File: src/rtl/mdu_sequencer.sv
// mdu_sequencer: iterative shift-add multiply / restoring divide into HI/LO.
// Define MDU_SIGNED_EN for two's-complement operands with sign fix-up on DONE entry.
module mdu_sequencer #(
  parameter int WIDTH = 32,
  parameter int CNT_W = 6
) (
  input  logic             clock,
  input  logic             resetn,
  input  logic             req_mult,
  input  logic             req_div,
  input  logic [WIDTH-1:0] a,
  input  logic [WIDTH-1:0] b,
  output logic             stall,
  output logic             busy,
  output logic             done,
  output logic             div0,
  output logic [WIDTH-1:0] hi,
  output logic [WIDTH-1:0] lo
);
  typedef enum logic [1:0] {IDLE, RUN, DONE} state_t;
  state_t state_q, state_d;
  logic [CNT_W-1:0] cnt_q, cnt_d;
  logic mul_q, mul_d, done_q, done_d, div0_q, div0_d;
  logic [WIDTH-1:0] acc_q, acc_d, wrk_q, wrk_d, opd_q, opd_d, hi_q, hi_d, lo_q, lo_d;
  logic [WIDTH-1:0] ma, mb, acc_n, wrk_n, fin_hi, fin_lo;
  logic [WIDTH:0] sum, shl, diff;
`ifdef MDU_SIGNED_EN
  logic neg_q, neg_d, rneg_q, rneg_d;
  assign ma = a[WIDTH-1] ? -a : a;
  assign mb = b[WIDTH-1] ? -b : b;
`else
  assign ma = a;
  assign mb = b;
`endif
  // acc holds the product high half / remainder; wrk holds multiplier / quotient
  always_comb begin
    sum   = {1'b0, acc_q} + {1'b0, wrk_q[0] ? opd_q : '0};
    shl   = {acc_q, wrk_q[WIDTH-1]};
    diff  = shl - {1'b0, opd_q};
    acc_n = mul_q ? sum[WIDTH:1] : (diff[WIDTH] ? shl[WIDTH-1:0] : diff[WIDTH-1:0]);
    wrk_n = mul_q ? {sum[0], wrk_q[WIDTH-1:1]} : {wrk_q[WIDTH-2:0], ~diff[WIDTH]};
`ifdef MDU_SIGNED_EN
    {fin_hi, fin_lo} = mul_q ? (neg_q ? -{acc_n, wrk_n} : {acc_n, wrk_n})
                             : {rneg_q ? -acc_n : acc_n, neg_q ? -wrk_n : wrk_n};
`else
    {fin_hi, fin_lo} = {acc_n, wrk_n};
`endif
  end
  always_comb begin
    state_d = state_q;
    cnt_d   = cnt_q;
    mul_d   = mul_q;
    acc_d   = acc_q;
    wrk_d   = wrk_q;
    opd_d   = opd_q;
    hi_d    = hi_q;
    lo_d    = lo_q;
    div0_d  = div0_q;
    done_d  = 1'b0;
`ifdef MDU_SIGNED_EN
    neg_d   = neg_q;
    rneg_d  = rneg_q;
`endif
    case (state_q)
      IDLE: if (req_mult | req_div) begin
        mul_d   = req_mult;
        div0_d  = 1'b0;
        cnt_d   = '0;
        acc_d   = '0;
        wrk_d   = req_mult ? mb : ma;
        opd_d   = req_mult ? ma : mb;
        state_d = RUN;
`ifdef MDU_SIGNED_EN
        neg_d   = a[WIDTH-1] ^ b[WIDTH-1];
        rneg_d  = a[WIDTH-1];
`endif
        if (!req_mult && b == '0) begin
          state_d = DONE;
          div0_d  = 1'b1;
          done_d  = 1'b1;
          hi_d    = a;
          lo_d    = '1;
        end
      end
      RUN: begin
        acc_d = acc_n;
        wrk_d = wrk_n;
        cnt_d = cnt_q + 1'b1;
        if (cnt_q == CNT_W'(WIDTH - 1)) begin
          state_d = DONE;
          done_d  = 1'b1;
          hi_d    = fin_hi;
          lo_d    = fin_lo;
        end
      end
      default: state_d = IDLE;
    endcase
  end
  always_ff @(posedge clock or negedge resetn) begin
    if (!resetn) begin
      state_q <= IDLE;
      cnt_q   <= '0;
      mul_q   <= 1'b0;
      acc_q   <= '0;
      wrk_q   <= '0;
      opd_q   <= '0;
      hi_q    <= '0;
      lo_q    <= '0;
      div0_q  <= 1'b0;
      done_q  <= 1'b0;
`ifdef MDU_SIGNED_EN
      neg_q   <= 1'b0;
      rneg_q  <= 1'b0;
`endif
    end else begin
      state_q <= state_d;
      cnt_q   <= cnt_d;
      mul_q   <= mul_d;
      acc_q   <= acc_d;
      wrk_q   <= wrk_d;
      opd_q   <= opd_d;
      hi_q    <= hi_d;
      lo_q    <= lo_d;
      div0_q  <= div0_d;
      done_q  <= done_d;
`ifdef MDU_SIGNED_EN
      neg_q   <= neg_d;
      rneg_q  <= rneg_d;
`endif
    end
  end
  assign stall = (state_q == IDLE && (req_mult || req_div)) || state_q == RUN;
  assign busy  = state_q == RUN;
  assign done  = done_q;
  assign div0  = div0_q;
  assign hi    = hi_q;
  assign lo    = lo_q;
endmodule

File: config.mk
export PLATFORM = sky130hd
export DESIGN_NAME = mdu_sequencer
export DESIGN_NICKNAME = d
export VERILOG_FILES = /design/src/rtl/mdu_sequencer.sv
export SDC_FILE = /design/constraint.sdc
export NUM_CORES = 1
export LEC_CHECK = 0
export ABC_AREA = 1
export BUFFER_PORTS_ARGS = -buffer_cell sky130_fd_sc_hd__buf_4
export CORE_ASPECT_RATIO = 1.4
export CORE_MARGIN = 8
export CORE_UTILIZATION = 55
export CTS_CLUSTER_DIAMETER = 80
export DETAILED_ROUTE_END_ITERATION = 12
export PLACE_DENSITY = 0.79
export SYNTH_ARGS = -nofsm -noshare
export SYNTH_HDL_FRONTEND = slang
export SYNTH_SLANG_ARGS = --single-unit
File: constraint.sdc
create_clock -name clock -period 2.5 [get_ports clock]
set_input_delay 0.5 -clock clock [delete_from_list [all_inputs] [get_ports clock]]
set_output_delay 0.5 -clock clock [all_outputs]
set_load 0.02 [all_outputs]
==> results of run 1 <==
==> synthesized netlist by cell type, types with 5 or more instances <==
master,instances
xnor2_1,7
clkbuf_1,57
xor2_1,9
nand3_1,127
mux2_2,31
nand3b_1,6
nand4_1,23
nor3_1,6
nand2_2,7
buf_2,13
and2_1,5
a22oi_1,32
dfrtp_1,171
nand2_1,647
ha_1,65
a21oi_1,127
inv_1,350
nand2_4,6
o211ai_1,63
o21ai_0,160
buf_6,5
o21a_1,6
nor2_1,181
==> per-stage QoR <==
step | setup WS, ns | hold WS, ns | instance area (µm²) | utilization, % | instances
floorplan | 0.0006923 | 0.2044 | 13860 | - | 2149
global placement | -0.2660 | 0.4708 | 16250 | 64.68 | 2680
detailed placement | -0.3374 | 0.4708 | 16250 | 64.68 | 2680
CTS | -0.1087 | 0.3244 | 17300 | 68.88 | 2716
global route | -0.2665 | 0.3426 | 18130 | 72.16 | 2723
finish | -0.1716 | 0.3343 | 18130 | 72.16 | 2723
==> repair_timing <==
action / CTS / global route
cloned: 1 / 1
pin swaps: 14 / 44
endpoints found under the hold margin: 8 / 0
setup buffers: 3 / 6
endpoints found under the setup margin: 66 / 67
hold buffers: 1 / 0
gates resized for setup: 105 / 175
==> area by class of cell <==
cell class                 instances  area (µm²)  area share (%)
tap                              319       399.1           2.202
clock buffer                      21       470.5           2.595
multi-input combinational       1540        9009           49.70
timing repair buffer             307        2519           13.89
inverter                         355        1338           7.378
sequential                       171        4285           23.64
clock inverter                    10       107.6          0.5936
==> state kept, by name, summed over array words and instances (netlist names) <==
register and flops:
acc_q 32, cnt_q 6, div0 1, done 1, hi 32, lo 32
mul_q 1, opd_q 32, state_q 2, wrk_q 32
==> worst max-delay path by stage <==
stage                               from  depth (start not counted)  slack (ns)                 end
floorplan           wrk_q[0]$_DFFE_PN0P_                         21      0.0007  hi[27]$_DFFE_PN0P_
global placement    wrk_q[0]$_DFFE_PN0P_                         18       -0.27  hi[11]$_DFFE_PN0P_
detailed placement  wrk_q[0]$_DFFE_PN0P_                         16       -0.34  hi[29]$_DFFE_PN0P_
CTS                 opd_q[0]$_DFFE_PN0P_                         20       -0.11  hi[29]$_DFFE_PN0P_
global route        opd_q[0]$_DFFE_PN0P_                         18       -0.27   hi[6]$_DFFE_PN0P_
finish              opd_q[0]$_DFFE_PN0P_                         18       -0.17   hi[7]$_DFFE_PN0P_
==> cell families (layout without fill, tap and decap cells) <==
family,count (synthesis),after routing,synth area share (%)
simple gates,1023,1024,30.40
buf+inv,439,693,12.39
compound gates,402,402,16.65
flops,171,171,30.87
fa+ha+maj,67,67,6.156
mux,31,31,2.518
xor+xnor,16,16,1.011
==> critical path, cell delays in order (launching register included) <==
cell and delay, ns:
dfrtp_1 0.40, buf_6 0.13, ha_4 0.14, inv_4 0.04, fa_2 0.35, nand2_2 0.09, nand2_2 0.05, nand3_2 0.07
nand2_2 0.07, nand2_2 0.09, nand2_2 0.07, nand2_4 0.14, nand3_4 0.21, clkbuf_16 0.26, nand3_2 0.08, nand3_2 0.07
nand2_2 0.08, nand2_2 0.08, a21oi_2 0.17
==> per-layer routing <==
| layer | track usage, % | vias up | part of all wire, % |
|---|---|---|---|
| met5 | 0 | - | 0 |
| met4 | 14.11 | 0 | 4.3 |
| met3 | 4.764 | 126 | 7.1 |
| met2 | 56.34 | 714 | 49 |
| met1 | 42.45 | 7270 | 40 |
| li1 | - | 7375 | - |
==> results_dict.tcl, run 1 <==
set metrics [dict create \
    synth_top_cell_by_area "dfrtp_1" \
    first_pass_iters 5 \
    syn_area_per_cell_um2 6.450 \
    synth_area_mm2 0.01386 \
    clock_skew_ns 0.01524 \
    async_flop_share_pct 100.0 \
    final_cell_mix "nand2_1, inv_1, buf_4, dfrtp_1, nor2_1" \
    reg2reg_slack_ns -0.17 \
    portBuffers 135 \
    drive_above_1_share_pct 25.33 \
    numClockSinks 171 \
    pin_count 136 \
    setup_viol 58 \
    netlist_instances 2149 \
    grt-ovfl-total 0 \
    end_kind "flip-flop" \
    htree_num_levels 4 \
    cts_buffers 17 \
    rr_worst_depth 18 \
    avgViaCountPerCell 5.687 \
    path_clk_slew_ns 0.07 \
    tightest_slew_ns 0.5903 \
    grt_pass1_vias 15080 \
    drc_errors 0 \
    final.setup.worst_slack_ns -0.1716 \
    drt-total-wl_mm 52.45 \
    final_common_cell "nand2_1" \
    ys_seq_elements 171 \
    gr-usage-all-layers_pct 33.59 \
    slew_violations 0 \
    die_width_um 150.2 \
    reg2reg_to "hi[7]$_DFFE_PN0P_" \
    worstPathMaxFanout 6 \
    worstSkewPairLatency_ns 0.45 \
    dp_hpwl_mm 40.19 \
    clock.fmax_mhz 374.3 \
    fillCellCount 2149 \
    n_antenna_cell 0 \
    worstHoldStart "b[20]" \
    hold_path_end "opd_q[20]$_DFFE_PN0P_" \
    max_cap_viol_count 0 \
    die_h_um 203.8 \
    start_util_pct 55.18 \
    finalCritPeriodShare_pct 106.9 \
    yosysWarnings 0 \
    grt_start_max_net_pins 128 \
    gp_congestion 0.9932 \
    core_area_mm2 0.02512 \
    cp-start-kind "flip-flop" \
    cts_tree "yes" \
    yosysTopAreaCellShare_pct 30.87 \
    tns_ns -4.383 \
    rsz0062_at_grt "true" \
    ys.flop_type "dfrtp_1" \
    synth_nets 2284 \
    status "finished with violations" \
    period_needed_ns 2.672 \
    hold_class "input port to flip-flop" \
    synth_edf_count 0 \
    hold_depth 3 \
    violations "negative setup slack" \
    grt_pass1_wl_mm 79.88 \
    crit_type "flip-flop to flip-flop" \
    synth_cell_types 42 \
    drtIter0Drc 1342 \
    synthTopCellsByArea "dfrtp_1, nand2_1, inv_1" \
    cts_root_buf "clkbuf_16" \
    syn2layout_area_growth_pct 30.77 \
    num_rows 69 \
    r2r-start "opd_q[0]$_DFFE_PN0P_" \
    clock_path_buffers 2 \
    seq_area_frac_synth_pct 30.87 \
    ant_nets 0 \
    post_drt_wl_per_cell_um 19.26 \
    slew_headroom_pct 60.65 \
    vias 15490 \
    required_ns 2.87 \
    fin_nets 2527 \
    crit_arrival_ns 3.04 \
    grt_antenna_before_repair 0 \
    finalHoldViolCount 0 \
    dieArea_mm2 0.03061 \
]
Power of run 1 is not shown: default switching activity piles up to over one toggle a cycle in this logic, so the estimate is an artifact.
==> inputs of run 2 (changes only) <==
--- a/config.mk
+++ b/config.mk
@@ -13,6 +13,7 @@
 export CTS_CLUSTER_DIAMETER = 80
 export DETAILED_ROUTE_END_ITERATION = 12
 export PLACE_DENSITY = 0.79
+export REMOVE_ABC_BUFFERS = 1
 export SYNTH_ARGS = -nofsm -noshare
 export SYNTH_HDL_FRONTEND = slang
 export SYNTH_SLANG_ARGS = --single-unit
==> results_dict.tcl, run 2 (synthesis results as in run 1) <==
set metrics [dict create \
    numClockSinks 171 \
    grt_pass1_vias 15410 \
    core_area_mm2 0.02512 \
    dp_hpwl_mm 41.40 \
    slew_headroom_pct 52.38 \
    gr-usage-all-layers_pct 34.60 \
    first_pass_iters 5 \
    place_inst 2683 \
    rr_worst_depth 20 \
    portBuffers 135 \
    post_drt_wl_per_cell_um 19.85 \
    tns_ns -2.410 \
    fin_nets 2542 \
    required_ns 2.89 \
    finalCritPeriodShare_pct 103.9 \
    crit_buf_inv 5 \
    num_rows 69 \
    final.setup.worst_slack_ns -0.09791 \
    cp-start-kind "flip-flop" \
    end_kind "flip-flop" \
    n_antenna_cell 0 \
    status "finished with violations" \
    r2r-start "wrk_q[31]$_DFFE_PN0P_" \
    finalHoldViolCount 2 \
    violations "negative hold slack, negative setup slack" \
    pin_count 136 \
    worstPathMaxFanout 5 \
    path_clk_slew_ns 0.07 \
    syn2layout_area_growth_pct 32.82 \
    crit_arrival_ns 2.98 \
    clock_skew_ns 0.01079 \
    final_common_cell "nand2_1" \
    crit_type "flip-flop to flip-flop" \
    die_h_um 203.8 \
    critPathTopFamily "simple AND/OR/NAND/NOR gates" \
    die_width_um 150.2 \
    cts_tree "yes" \
    layoutNonFillerInstCount 2739 \
    ant_nets 0 \
    cts_buffers 17 \
    setup_viol 55 \
    tightest_slew_ns 0.7144 \
    slew_violations 0 \
    dieArea_mm2 0.03061 \
    hold_class "input port to async pin" \
    avgViaCountPerCell 5.801 \
    cpMaxStageDelayCell "dfrtp_1" \
    period_needed_ns 2.598 \
    fillCellCount 2106 \
    cts_root_buf "clkbuf_16" \
    vias 15890 \
    fin_util_pct 73.29 \
    drc_errors 0 \
    whs_ns -0.008206 \
    clock.fmax_mhz 384.9 \
    max_cap_viol_count 0 \
    grt_antenna_before_repair 0 \
    reg2reg_to "hi[1]$_DFFE_PN0P_" \
    rsz0062_at_grt "true" \
    crit_top_cell "nand2_2" \
    grt-ovfl-total 0 \
    cp_slowest_stage_delay_ns 0.40 \
    crit_cells 20 \
    pre_cts_ws_ns -0.2066 \
    htree_num_levels 4 \
    clock_path_buffers 2 \
    drtIter0Drc 1589 \
    worstSkewPairLatency_ns 0.45 \
    drive_above_1_share_pct 27.40 \
    reg2reg_slack_ns -0.1 \
    final_cell_mix "nand2_1, inv_1, buf_4, dfrtp_1, nor2_1" \
    gp_congestion 1.063 \
    grt_pass1_wl_mm 81.95 \
    grt_start_max_net_pins 79 \
    start_util_pct 55.18 \
    drt-total-wl_mm 54.38 \
    worstPathCellList "inv_2 > ha_4 > inv_4 > fa_2 > nand2_2 > nand2_2 > nand3_2 > nand2_2 > nand2_2 > nand2_2 > nand2_4 > buf_6 > nand3_4 > buf_12 > buf_16 > nand3_2 > nand3_2 > nand2_2 > nand2_4 > a21oi_2" \
]
## run 2: changes by cell type in the layout (fill, tap and decap cells not counted), sizes merged
cell and change:
inv +2, buf +17, dlygate4sd3 -1, clkinvlp -3, bufinv +2, clkbuf -3, clkinv +2
## run 2: repair_timing
action                     4_1_cts  5_1_grt
pin swaps                       40       57
setup endpoints to repair       67       67
cloned                           3        0
hold buffers                     0        0
buffers inserted                15        6
gates resized for setup        147      183
## run 2: layout make-up
cell class | instances | area, µm² | share of cell area (%)
clock buffers | 19 | 442.9 | 2.406
well taps | 319 | 399.1 | 2.168
multi-input cells | 1540 | 9125 | 49.56
inverters | 355 | 1349 | 7.326
flip-flops and latches | 171 | 4283 | 23.26
clock inverters | 13 | 153.9 | 0.8359
repair buffers | 322 | 2659 | 14.44
## run 2: per-stage QoR
| stage | area [µm²] | hold slack (ns) |
|---|---|---|
| finish | 18410 | -0.008206 |
| global route | 18410 | 0.03554 |
| CTS | 17590 | 0.02238 |
| detailed placement | 16250 | 0.4872 |
| global placement | 16250 | 0.4687 |
| floorplan | 13480 | 0.2044 |
## run 2: how the worst max path moves through the flow
stage / start / slack [ns] / end
floorplan: state_q[0]$_DFFE_PN0P_ / -2.57 / lo[10]$_DFFE_PN0P_
global placement: wrk_q[0]$_DFFE_PN0P_ / -0.18 / acc_q[11]$_DFFE_PN0P_
detailed placement: wrk_q[31]$_DFFE_PN0P_ / -0.21 / hi[5]$_DFFE_PN0P_
CTS: wrk_q[31]$_DFFE_PN0P_ / -0.11 / acc_q[8]$_DFFE_PN0P_
global route: wrk_q[31]$_DFFE_PN0P_ / -0.20 / hi[1]$_DFFE_PN0P_
finish: wrk_q[31]$_DFFE_PN0P_ / -0.1 / hi[1]$_DFFE_PN0P_
## run 2: per-layer routing
| layer | GRT usage (%) | routed length (µm) |
|---|---|---|
| met1 | 43.45 | 21240 |
| met2 | 57.89 | 26660 |
| met3 | 4.121 | 4020 |
| met4 | 16.79 | 2465 |
| met5 | 0 | 0 |
Power of run 2 is left out for the same reason.
